===== src/rtl/decoder_seq_pkg.sv =====
// Shared defines for the sequencer decoder: FSM states, opcode fields and
// ALU operand-select codes.
package decoder_seq_pkg;

    typedef enum logic [1:0] {
        ST_FETCH = 2'd0,
        ST_EXEC  = 2'd1,
        ST_HALT  = 2'd2
    } state_t;

    // ALU operand select: codes 0..3 address a general register directly.
    localparam logic [2:0] SEL_IN   = 3'd4;
    localparam logic [2:0] SEL_ZERO = 3'd5;

    // Opcode class, op[3:2].
    localparam logic [1:0] OP_CLS_ADD_IM = 2'b00;
    localparam logic [1:0] OP_CLS_MOV_IM = 2'b01;
    localparam logic [1:0] OP_CLS_MOV_IN = 2'b10;
    localparam logic [1:0] OP_CLS_CTRL   = 2'b11;

    // Control-class sub-op, op[1:0] when the class is OP_CLS_CTRL.
    localparam logic [1:0] OP_SUB_JMP  = 2'b00;
    localparam logic [1:0] OP_SUB_JNC  = 2'b01;
    localparam logic [1:0] OP_SUB_OUT  = 2'b10;
    localparam logic [1:0] OP_SUB_HALT = 2'b11;

endpackage


===== src/rtl/decoder_seq_op_table.sv =====
// Combinational opcode-to-control table. Register-class ops addressing a
// register that does not exist decode as a NOP with the illegal bit set.
module op_table #(
    parameter int NREG = 2
) (
    input  logic [3:0] op,
    input  logic       carry,
    output logic [2:0] sel,
    output logic       load_en,
    output logic [1:0] load_idx,
    output logic       pc_load,
    output logic       out_load,
    output logic       halt,
    output logic       illegal
);
    import decoder_seq_pkg::*;

    // Map the opcode and latched carry onto datapath control bits.
    always_comb begin
        // NOTE: every output gets a default first so no path leaves one unassigned (no latch).
        sel      = SEL_ZERO;
        load_en  = 1'b0;
        load_idx = op[1:0];
        pc_load  = 1'b0;
        out_load = 1'b0;
        halt     = 1'b0;
        illegal  = 1'b0;
        if (op[3:2] == OP_CLS_CTRL) begin
            case (op[1:0])
                OP_SUB_JMP:  pc_load  = 1'b1;
                OP_SUB_JNC:  pc_load  = ~carry;
                OP_SUB_OUT:  out_load = 1'b1;
                default:     halt     = 1'b1;
            endcase
        end else if (int'(op[1:0]) >= NREG) begin
            illegal = 1'b1;
        end else begin
            load_en = 1'b1;
            case (op[3:2])
                OP_CLS_ADD_IM: sel = {1'b0, op[1:0]};
                OP_CLS_MOV_IM: sel = SEL_ZERO;
                default:       sel = SEL_IN;
            endcase
        end
    end

endmodule


===== src/rtl/decoder_seq.sv =====
// Two-cycle instruction sequencer: FETCH accepts a word, EXEC drives the
// one-cycle control strobes, HALT parks until resume. Also keeps a sticky
// illegal-opcode flag and a saturating retired-instruction counter.
module decoder_seq #(
    parameter int NREG  = 2,
    parameter int IMM_W = 4,
    parameter int CNT_W = 16
) (
    input  logic               clk,
    input  logic               reset,
    input  logic [IMM_W+3:0]   instr_in,
    input  logic               instr_valid,
    output logic               instr_ready,
    input  logic               carry_in,
    input  logic               resume,
    output logic [2:0]         alu_data_sel,
    output logic [NREG-1:0]    reg_load,
    output logic               pc_load,
    output logic               out_load,
    output logic [IMM_W-1:0]   imm_out,
    output logic               halted,
    output logic               illegal,
    output logic [CNT_W-1:0]   retired
);
    import decoder_seq_pkg::*;

    state_t           state, state_nxt;
    logic [3:0]       op_q;
    logic             carry_q;
    logic [IMM_W-1:0] imm_q;
    logic             illegal_q;
    logic [CNT_W-1:0] retired_q;

    logic       accept, exec;
    logic [2:0] tbl_sel;
    logic       tbl_load_en, tbl_pc, tbl_out, tbl_halt, tbl_illegal;
    logic [1:0] tbl_load_idx;

    assign accept = (state == ST_FETCH) && instr_valid;
    assign exec   = (state == ST_EXEC);

    op_table #(.NREG(NREG)) u_op_table (
        .op       (op_q),
        .carry    (carry_q),
        .sel      (tbl_sel),
        .load_en  (tbl_load_en),
        .load_idx (tbl_load_idx),
        .pc_load  (tbl_pc),
        .out_load (tbl_out),
        .halt     (tbl_halt),
        .illegal  (tbl_illegal)
    );

    // State register.
    always_ff @(posedge clk) begin
        // NOTE: sequential state uses non-blocking assignments so all registers update together.
        if (reset) state <= ST_FETCH;
        else       state <= state_nxt;
    end

    // Next-state logic: one instruction per FETCH/EXEC pair, HALT parks.
    always_comb begin
        state_nxt = state;
        case (state)
            ST_FETCH: if (instr_valid) state_nxt = ST_EXEC;
            ST_EXEC:  state_nxt = tbl_halt ? ST_HALT : ST_FETCH;
            ST_HALT:  if (resume) state_nxt = ST_FETCH;
            default:  state_nxt = ST_FETCH;
        endcase
    end

    // Latch the accepted opcode, carry and immediate; imm_q holds between instructions.
    always_ff @(posedge clk) begin
        if (reset) begin
            op_q    <= '0;
            carry_q <= 1'b0;
            imm_q   <= '0;
        end else if (accept) begin
            op_q    <= instr_in[IMM_W+3:IMM_W];
            carry_q <= carry_in;
            imm_q   <= instr_in[IMM_W-1:0];
        end
    end

    // Sticky illegal flag, cleared only by reset.
    always_ff @(posedge clk) begin
        if (reset)                    illegal_q <= 1'b0;
        else if (exec && tbl_illegal) illegal_q <= 1'b1;
    end

    // Retired counter bumps on entry to EXEC so the count is already visible
    // during the instruction's own EXEC cycle; a reset in EXEC clears it.
    always_ff @(posedge clk) begin
        if (reset)                         retired_q <= '0;
        else if (accept && retired_q != '1) retired_q <= retired_q + CNT_W'(1);
    end

    // Strobes and operand select are live only in EXEC.
    always_comb begin
        alu_data_sel = exec ? tbl_sel : SEL_ZERO;
        pc_load      = exec && tbl_pc;
        out_load     = exec && tbl_out;
        for (int i = 0; i < NREG; i++) begin
            reg_load[i] = exec && tbl_load_en && (tbl_load_idx == 2'(i));
        end
    end

    assign instr_ready = (state == ST_FETCH);
    assign halted      = (state == ST_HALT);
    assign illegal     = illegal_q || (exec && tbl_illegal);
    assign imm_out     = imm_q;
    assign retired     = retired_q;

endmodule


===== config.mk =====
export PLATFORM = sky130hd
export DESIGN_NAME = decoder_seq
export DESIGN_NICKNAME = d
export VERILOG_FILES = /design/src/rtl/decoder_seq_pkg.sv /design/src/rtl/decoder_seq_op_table.sv /design/src/rtl/decoder_seq.sv
export SDC_FILE = /design/constraint.sdc
export NUM_CORES = 1
export LEC_CHECK = 0
export ABC_AREA = 1
export CAP_MARGIN = 20
export CORE_MARGIN = 5
export CORE_UTILIZATION = 50
export DETAILED_ROUTE_END_ITERATION = 10
export PLACE_DENSITY = 0.83
export SYNTH_ARGS = -nofsm -noshare
export SYNTH_HDL_FRONTEND = slang
export SYNTH_SLANG_ARGS = --single-unit

===== constraint.sdc =====
create_clock -name clk -period 2.7 [get_ports clk]
set_input_delay 0.54 -clock clk [delete_from_list [all_inputs] [get_ports clk]]
set_output_delay 0.54 -clock clk [all_outputs]
set_load 0.02 [all_outputs]

## Word level (Yosys, flattened, before mapping)

Cells that the tools add are included.

| operators by class | value |
|---|---|
| reduce and logical (&&, ||, !) cells | 14 |
| add/sub/neg operators | 1 |
| equal/unequal tests | 9 |
| order comparisons | 1 |
| bitwise gates (word level) | 1 |
| multiplexer cells | 18 |

Operators with widths:

| cell | count |
|---|---|
| $add 16x1->16 const B | 1 |
| $ne 16x16->1 const B | 1 |
| $mux 1 | 9 |
| $mux 3 | 3 |
| $logic_and 1x1->1 | 8 |
| $eq 2x1->1 const B | 3 |
| $eq 2x2->1 const B | 3 |
| $logic_not 2->1 | 3 |
| $mux 2 | 3 |
| $pmux 2 s3 | 1 |
| $pmux 3 s2 | 1 |
| $ne 2x2->1 const B | 2 |
| $reduce_or 3->1 | 1 |
| $ge 2x2->1 const B | 1 |
| $pmux 1 s2 | 1 |
| $reduce_and 2->1 | 1 |
| $logic_or 1x1->1 | 1 |
| $not 1->1 | 1 |

| word-level totals | value |
|---|---|
| input bits | 13 |
| output and inout port bits | 30 |
| register bits | 28 |
| logic and storage cells | 50 |

## Longest topological paths before layout

| depth | value |
|---|---|
| depth in word-level cells | 6 |
| gate-level depth with buffers | 10 |
| depth with buffers taken out | 10 |

## Cells and area by module

From an unflattened synthesis, not the netlist that was laid out.

| second synthesis, totals | value |
|---|---|
| cells, all modules | 243 |
| area total of the unflattened synthesis | 1550.2 µm² |

By module, submodules not included:

| module | times used | area an instance (µm²) | seq. area each (µm²) | cells each |
|---|---|---|---|---|
| decoder_seq | 1 | 1453.9 | 560.5 | 221 |
| op_table | 1 | 96.3 | 0.0 | 22 |

## Least setup slack after synthesis

OpenSTA, ideal clock, no wires.

| path | value |
|---|---|
| kind | register to output |
| from | register state[0] |
| to | output pc_load |
| setup slack | 1049 ps |
| arrival | 1111 ps |
| cell stages (with the launch flop) | 5 |
| cells stage by stage | dfxtp_1 > inv_1 > nor3_1 > nand2_1 > a21oi_1 |

| between the ends | value |
|---|---|
| longest elaborated chain between the ends | 2 |

Ends and longest elaborated chain:

| item | line | RTL |
|---|---|---|
| start: declaration | decoder_seq.sv:27 | `state_t state, state_nxt;` |
| start signal: assignment | decoder_seq.sv:58 | `else state <= state_nxt;` |
| $eq 2x1->1 | decoder_seq.sv:40 | `assign exec = (state == ST_EXEC);` |
| $logic_and 1x1->1 | decoder_seq.sv:101 | `pc_load = exec && tbl_pc;` |
| end: declaration | decoder_seq.sv:18 | `output logic pc_load,` |

No other way between the ends.

## Worst setup path after layout

| path | value |
|---|---|
| from | register state[0] |
| to | output reg_load[1] |

| between the ends | value |
|---|---|
| longest elaborated chain between the ends | 3 |

Ends and longest elaborated chain:

| item | line | RTL |
|---|---|---|
| $eq 2x1->1 | decoder_seq.sv:40 |  |
| $logic_and 1x1->1 (2 in series) | decoder_seq.sv:104 | `reg_load[i] = exec && tbl_load_en && (tbl_load_idx == 2'(i));` |
| end: declaration | decoder_seq.sv:17 | `output logic [NREG-1:0] reg_load,` |

No other way between the ends.

==> flow_metrics.env <==
export IMPL_syn_num_nets=246
export IMPL_mostFrequentLayoutCell="nor2_1"
export IMPL_cp_max_fo=4
export IMPL_num_rows=20
export IMPL_grt_overflow_total=0
export IMPL_rsz0062_at_grt="false"
export IMPL_fmax_mhz=401
export IMPL_antenna_found_initial=0
export IMPL_cts_resized=0
export IMPL_ant_nets=0
export IMPL_grt_pass1_vias=1384
export IMPL_worst_slew_pin_transition_ns=0.636
export IMPL_min_path_cells=2
export IMPL_wire_per_inst_um=12.0
export IMPL_pwr_density_cell_nw_per_um2=388
export IMPL_cts_tree="yes"
export IMPL_clk_pin_slew_ns=0.14
export IMPL_hp_class="reg2reg"
export IMPL_ctsHoldBuffers=0
export IMPL_grt_max_degree=24
export IMPL_vias_per_cell=5.18
export IMPL_crit_path_start_kind="flip-flop"
export IMPL_area_growth_pct=28.8
export IMPL_gp_congestion=0.874
export IMPL_drtIter0Drc=62
export IMPL_portBuffers=41
export IMPL_critical_path_class="reg2out"
export IMPL_yosysWarningCount=0
export IMPL_rr_worst_depth=8
export IMPL_die_h_um=65.1
export IMPL_drive_gt1_share_pct=7.78
export IMPL_ir_drop_mv=0.237
export IMPL_relSlewSlack_pct=57.6
export IMPL_cp_required_ns=2.16
export IMPL_nFillCells=289
export IMPL_timing_final_crit_period_ns=2.49
export IMPL_p_leak_nw=0.784
export IMPL_yosysTopAreaCell="dfxtp_1"
export IMPL_placed_cell_area_um2=1920
export IMPL_drc=0
export IMPL_final_cell_mix="nor2_1, nand2_1, clkdlybuf4s50_1, dfxtp_1, inv_1"
export IMPL_postCtsSetupRepairBufs=0
export IMPL_fin_crit_sh_pct=92.3
export IMPL_dieArea_um2=4240
export IMPL_synth_cells=232
export IMPL_drv_cap=0
export IMPL_fin_setup_tns_ns=0
export IMPL_start_util_pct=51.0
export IMPL_synthTopCellsByArea="dfxtp_1, nor2_1, nand2_1"
export IMPL_timing_hold_ws_ns=0.481
export IMPL_antenna_cells=0
export IMPL_worstSetupEndpointType="output port"
export IMPL_final_cell_area_um2=1960
export IMPL_cts_buffer_depth=2
export IMPL_ys_ff_latch=28
export IMPL_synth_top_area_share_pct=36.9
export IMPL_cp_data_arrival_time_ns=1.95
export IMPL_grt_usage_pct=18.4
export IMPL_status="completed"
export IMPL_top_level_ports=43
export IMPL_rrSetupSlack_ns=1.04
export IMPL_syn_avg_cell_area_um2=6.55
export IMPL_hold_viol=0
export IMPL_netlist_area_um2=1520
export IMPL_cts_root_buffer_cell="clkbuf_4"
export IMPL_seq_area_frac_synth_pct=36.9
export IMPL_clock_sinks=28
export IMPL_die_w_um=65.1
export IMPL_core_um2=2980
export IMPL_drt_total_wl_mm=3.64
export IMPL_nets=285
export IMPL_grt_pass1_wl_mm=6.19
export IMPL_dpl_hpwl_mm=2.81
export IMPL_cts_htree_levels=1
export IMPL_cts_buffers_inserted=3
export IMPL_insertion_delay_ns=0.33
export IMPL_first_pass_iters=4
export IMPL_timing_final_max_slew_violations=0
export IMPL_finalClockSkew_ns=0.0116
export IMPL_setup_viol=0
export IMPL_vias=1571
export IMPL_yosysUniqueCellTypes=23
==> sequential cells by signal, summed over array words and instances (netlist names) <==
signal and count:
retired 16, imm_out 4, op_q 4, state 2, carry_q 1, illegal_q 1
==> per-layer routing <==
| layer | vias up | share of wire, % | global-route usage, % |
|---|---|---|---|
| li1 | 813 | - | - |
| met1 | 717 | 43 | 23.1 |
| met5 | - | 0 | 0 |
| met2 | 36 | 51 | 31.5 |
| met4 | 0 | 1.0 | 5.44 |
| met3 | 5 | 5.2 | 3.93 |
==> synthesized netlist by cell type <==
cell	n
ha_1	1
a21oi_1	15
o21ai_0	11
nand3_4	1
nor2_2	3
nor2_1	59
nand2_2	6
nand3_1	17
clkinv_2	1
and2_1	1
nand3_2	2
nor3_1	4
o211ai_1	1
nand2_1	42
inv_1	22
clkbuf_1	2
buf_6	2
conb_1	1
buf_2	1
nand4_1	6
nor2_4	4
dfxtp_1	28
buf_4	2
==> report_power, final <==
part	internal [mW]	switching, mW
logic	0.0518	0.0614
clock network	0.0827	0.122
registers	0.429	0.0123
total	0.563	0.196
==> final timing paths <==
| kind | end | startpoint |
|---|---|---|
| worst max-delay path | reg_load[1] | state[0] |
| worst min register to register | illegal_q | illegal_q |
| worst max register to register | retired[15] | state[1] |
| worst min-delay path | illegal_q | illegal_q |
==> kinds of logic (layout without fill, tap and decap cells) <==
family                     Yosys count  count (layout)  synth area share [%]
AOI/OAI and AO/OA                   27              27                  9.06
DFF                                 28              28                  36.9
buffers and inverters               30              68                  9.06
other                                1               1                 0.247
and+or+nand+nor                    145             145                  43.9
adders and majority gates            1               1                 0.824
==> area by class of cell <==
cell class	count	area, um^2	area share [%]
Sequential cell	28	561	28.6
Inverter	23	87.6	4.48
Timing Repair Buffer	41	410	21.0
Clock buffer	4	36.3	1.85
Tap cell	33	41.3	2.11
Multi-Input combinational cell	174	821	41.9
==> worst max-delay path: stages, from the launching register on <==
cell and delay (ns):
dfxtp_1 0.41, inv_1 0.07, nor3_1 0.32, nand2_1 0.12
nor2_1 0.10, clkdlybuf4s50_1 0.60
==> through the flow <==
step	setup WS, ns	power [mW]	std cells	util (%)
2_1_floorplan	1.05	0.515	232	-
3_3_place_gp	0.559	0.562	299	64.5
3_5_place_dp	0.512	0.564	299	64.5
4_1_cts	0.175	0.768	303	65.7
5_1_grt	0.0404	0.800	303	65.7
6_report	0.207	0.759	303	65.7
Power figures use the tool's default switching activity.
